$ cat src/rtl/gdp_controller.sv
// gdp_controller: Moore-style control FSM for the GDP accumulator processor.
// Optional build macro GDP_SINGLE_STEP_EN adds a Step input that gates each fetch.
module gdp_controller (
    input  logic       Clock,
    input  logic       Reset,
    input  logic [2:0] IR,
    input  logic       Aeq0,
    input  logic       Apos,
    input  logic       Enter,
`ifdef GDP_SINGLE_STEP_EN
    input  logic       Step,
`endif
    output logic       PCload,
    output logic       JMPmux,
    output logic       IRload,
    output logic       Meminst,
    output logic       MemWr,
    output logic       Aload,
    output logic       Sub,
    output logic [1:0] Asel,
    output logic       Halt,
    output logic       InReq,
    output logic [3:0] State
);
    localparam logic [3:0] S_START  = 4'd0;
    localparam logic [3:0] S_FETCH  = 4'd1;
    localparam logic [3:0] S_DECODE = 4'd2;
    localparam logic [3:0] S_LOAD   = 4'd3;
    localparam logic [3:0] S_STORE  = 4'd4;
    localparam logic [3:0] S_ADD    = 4'd5;
    localparam logic [3:0] S_SUB    = 4'd6;
    localparam logic [3:0] S_INPUT  = 4'd7;
    localparam logic [3:0] S_JZ     = 4'd8;
    localparam logic [3:0] S_JPOS   = 4'd9;
    localparam logic [3:0] S_HALT   = 4'd10;

    logic [3:0] state, state_nxt;
    logic       go;

`ifdef GDP_SINGLE_STEP_EN
    assign go = Step;
`else
    assign go = 1'b1;
`endif

    assign State = state;

    // State register, asynchronously forced to START while Reset is low
    always_ff @(posedge Clock or negedge Reset) begin
        if (!Reset) state <= S_START;
        else        state <= state_nxt;
    end

    // Next-state: opcode maps onto execute states 3..10 in order
    always_comb begin
        state_nxt = S_START;
        case (state)
            S_START:  state_nxt = S_FETCH;
            S_FETCH:  state_nxt = go ? S_DECODE : S_FETCH;
            S_DECODE: state_nxt = {1'b0, IR} + 4'd3;
            S_LOAD, S_STORE, S_ADD, S_SUB, S_JZ, S_JPOS: state_nxt = S_FETCH;
            S_INPUT:  state_nxt = Enter ? S_FETCH : S_INPUT;
            S_HALT:   state_nxt = S_HALT;
            default:  state_nxt = S_START;
        endcase
    end

    // Output decode: Moore except PCload in jumps and Aload in INPUT
    always_comb begin
        PCload  = 1'b0;
        JMPmux  = 1'b0;
        IRload  = 1'b0;
        Meminst = 1'b0;
        MemWr   = 1'b0;
        Aload   = 1'b0;
        Sub     = 1'b0;
        Asel    = 2'b00;
        Halt    = 1'b0;
        InReq   = 1'b0;
        case (state)
            S_FETCH: begin
                IRload = go;
                PCload = go;
            end
            S_DECODE: Meminst = 1'b1;
            S_LOAD: begin
                Meminst = 1'b1;
                Asel    = 2'b10;
                Aload   = 1'b1;
            end
            S_STORE: begin
                Meminst = 1'b1;
                MemWr   = 1'b1;
            end
            S_ADD: begin
                Meminst = 1'b1;
                Aload   = 1'b1;
            end
            S_SUB: begin
                Meminst = 1'b1;
                Sub     = 1'b1;
                Aload   = 1'b1;
            end
            S_INPUT: begin
                InReq = 1'b1;
                Asel  = Enter ? 2'b01 : 2'b00;
                Aload = Enter;
            end
            S_JZ: begin
                JMPmux = 1'b1;
                PCload = Aeq0;
            end
            S_JPOS: begin
                JMPmux = 1'b1;
                PCload = Apos;
            end
            S_HALT:  Halt = 1'b1;
            default: ;
        endcase
    end
endmodule

$ cat config.mk
export PLATFORM = sky130hd
export DESIGN_NAME = gdp_controller
export DESIGN_NICKNAME = d
export VERILOG_FILES = /design/src/rtl/gdp_controller.sv
export SDC_FILE = /design/constraint.sdc
export NUM_CORES = 1
export LEC_CHECK = 0
export BUFFER_PORTS_ARGS = -buffer_cell sky130_fd_sc_hd__buf_4
export CORE_AREA = 2 2 39 41
export DETAILED_ROUTE_END_ITERATION = 10
export DIE_AREA = 0 0 41 43
export PLACE_DENSITY = 0.56
export REMOVE_ABC_BUFFERS = 1
export SLEW_MARGIN = 10
export SYNTH_ARGS = -nofsm -noshare
export SYNTH_HDL_FRONTEND = slang
export SYNTH_SLANG_ARGS = --single-unit
$ cat constraint.sdc
create_clock -name Clock -period 1.7 [get_ports Clock]
set_input_delay 0.255 -clock Clock [delete_from_list [all_inputs] [get_ports Clock]]
set_output_delay 0.255 -clock Clock [all_outputs]
set_load 0.02 [all_outputs]
==> flow_metrics.tcl <==
set metrics [dict create \
    status "finished clean" \
    drv_cap 0 \
    core_mm2 0.00138 \
    cp-start-kind "flop" \
    die_x_um 41 \
    max_stage_delay_ns 0.39 \
    layout_commonest_cell "buf_4" \
    netlist_area_um2 355 \
    clkPwrFrac 0.107 \
    grtUsageTotal 0.124 \
    synthDistinctLibCells 24 \
    wirelength_um 976 \
    cp-end-kind "output port" \
    finalPower_mw 1.07 \
    drtPass1Iterations 3 \
    cts_tree "yes" \
    htreeDepth 1 \
    remaining_drc_errors 0 \
    timing.final.crit_share 0.970 \
    ys_seq_elements 4 \
    synth.largest_area_cell "dfrtp_1" \
    die_y_um 43 \
    max_freq_ghz 0.607 \
    cts-root-buf "clkbuf_4" \
    grt.overflow.total 0 \
    worst_pin_slew_ns 0.259 \
    finish.net_count 87 \
    required_ns 1.44 \
    swShare 0.458 \
    p_int_uw 583 \
    antenna_cells 0 \
    fin_cells 92 \
    path_max_fanout 9 \
    fin_crit_ns 1.65 \
    comb_power_share 0.724 \
    grt_pass1_vias 318 \
    grt_pass1_wl_um 1370 \
    crit_family "simple AND/OR/NAND/NOR gates" \
    final_core_util 0.441 \
    yosys_warnings 0 \
    path_buf_inv 2 \
    skew_ns 0.00223 \
    rsz0062_at_grt "yes" \
    hold_viol_final 0 \
    syn2layout_area_growth_pct 71.8 \
    path_cells "buf_6 > or3b_4 > nor2_1 > buf_4" \
    cts_made_buffers 3 \
    portBuffers 22 \
    drtAntennaViolNets 0 \
    power_frac_seq 0.169 \
    gp_congestion 0.713 \
    insertion_delay_ns 0.23 \
    powerDensity_mw_per_mm2 1760 \
    multiInputGateArea_um2 229 \
    relSlewSlack 0.827 \
    ir_drop_mv 0.672 \
    hold_class "in2reg" \
    mostFrequentLayoutCells "buf_4 (26), nor2_1 (7), inv_1 (4), o21ai_0 (4)" \
    critical_path_class "reg2out" \
    clk_pin_slew_worst_paths_ns 0.04 \
    grt_max_degree 12 \
    seq_area_frac_synth 0.282 \
    p_leak_nw 0.304 \
    viasPerCell 4.62 \
    initial_core_util 0.257 \
    report.final.slew_viol_count 0 \
    cts_sinks 4 \
    antenna_found_initial 0 \
    drive_above_1_share 0.500 \
    clock_path_buffers 2 \
    post_drt_wl_per_cell_um 10.6 \
    die_area_mm2 0.00176 \
    drt-initial-drc-count 7 \
    post-synth-top-area-fraction 0.282 \
    dp.cells 84 \
    cp_slowest_cell "dfrtp_1" \
    syn_avg_cell_area_um2 7.56 \
    synthCells 47 \
    yosys-top-cells-area "dfrtp_1 (28%), nor2_1 (8.5%), o21ai_0 (5.6%)" \
    num-fill-cells 156 \
    largest_reg_flops 4 \
    fin_tns_setup_ns 0 \
    regArea_um2 103 \
    p_sw_uw 492 \
    io_pins 23 \
    row_count 14 \
    hpwl_um 752 \
    finalSetupViolCount 0 \
    cp.arrival_ns 1.39 \
    num_vias 425 \
    hold_slack_ns 0.317 \
]
==> through the flow <==
stage,cell area [um2],setup slack (ns)
floorplan,334,-0.277
finish,611,0.0515
global route,611,-0.00300
CTS,576,0.00587
global placement,534,0.201
detailed placement,534,0.179
==> final cells by class <==
| cell class | instances | area share |
|---|---|---|
| multi-input combinational | 36 | 0.375 |
| sequential | 4 | 0.168 |
| clock buffer | 3 | 0.0369 |
| tap | 16 | 0.0328 |
| timing repair buffer | 29 | 0.363 |
| inverter | 4 | 0.0246 |
==> cell families after synthesis <==
| family | share of synthesized area |
|---|---|
| buffers and inverters | 0.102 |
| adder cells (fa/ha/maj) | 0.0352 |
| XOR/XNOR | 0.0247 |
| AND/OR/NAND/NOR | 0.342 |
| AO/OA/AOI/OAI | 0.215 |
| flip-flops | 0.282 |
==> layer usage <==
layer | track usage | up-vias | part of all wire
li1 | - | 221 | -
met1 | 0.147 | 185 | 0.43
met2 | 0.169 | 17 | 0.49
met3 | 0.0471 | 2 | 0.069
met4 | 0.100 | 0 | 0.0082
met5 | 0 | - | 0
==> tightest hold or removal path, stage by stage <==
cell and delay (ns):
buf_4 0.11, o21ai_0 0.07, a21oi_1 0.07
==> cells in the mapped netlist <==
master	count
xnor2_1	1
buf_6	1
nor3b_1	1
a21o_1	1
nor2_1	8
ha_1	1
nor2b_1	1
inv_1	4
nand2_1	1
and2_1	2
nor3_1	2
a2111oi_1	1
o21ai_0	4
and3_1	1
nand2b_1	2
or2_2	1
nand3b_1	2
a211oi_1	1
a22oi_1	1
or3b_4	1
a22o_1	1
a21oi_1	3
buf_2	2
dfrtp_1	4
==> power by group through the flow <==
stage               clock network (mW)  registers [mW]  logic, mW
detailed placement                   0           0.189      0.695
global placement                     0           0.187      0.695
floorplan                            0           0.244      0.342
finish                           0.115           0.182      0.778
global route                     0.127           0.187      0.844
CTS                              0.121           0.184      0.721
==> worst paths after layout <==
check	start	cells after the start	slack [ns]	endpoint
worst max-delay path	State[1]$_DFF_PN0_	4	0.05	Halt
worst min-delay path	IR[2]	3	0.32	State[3]$_DFF_PN0_
worst max register to register	State[1]$_DFF_PN0_	4	0.46	State[1]$_DFF_PN0_
worst min register to register	State[2]$_DFF_PN0_	2	0.61	State[3]$_DFF_PN0_
max in group asynchronous	Reset	2	1.23	State[2]$_DFF_PN0_
min in group asynchronous	Reset	2	0.36	State[1]$_DFF_PN0_
==> timing repair <==
action | 4_1_cts | 5_1_grt
hold buffers | 1 | 0
buffers inserted | 1 | 3
gates resized for setup | 1 | 6
setup endpoints to repair | 2 | 2
pin swaps | 1 | 2
hold endpoints to repair | 4 | 0
Note: power is estimated with default switching activity, not from simulation.
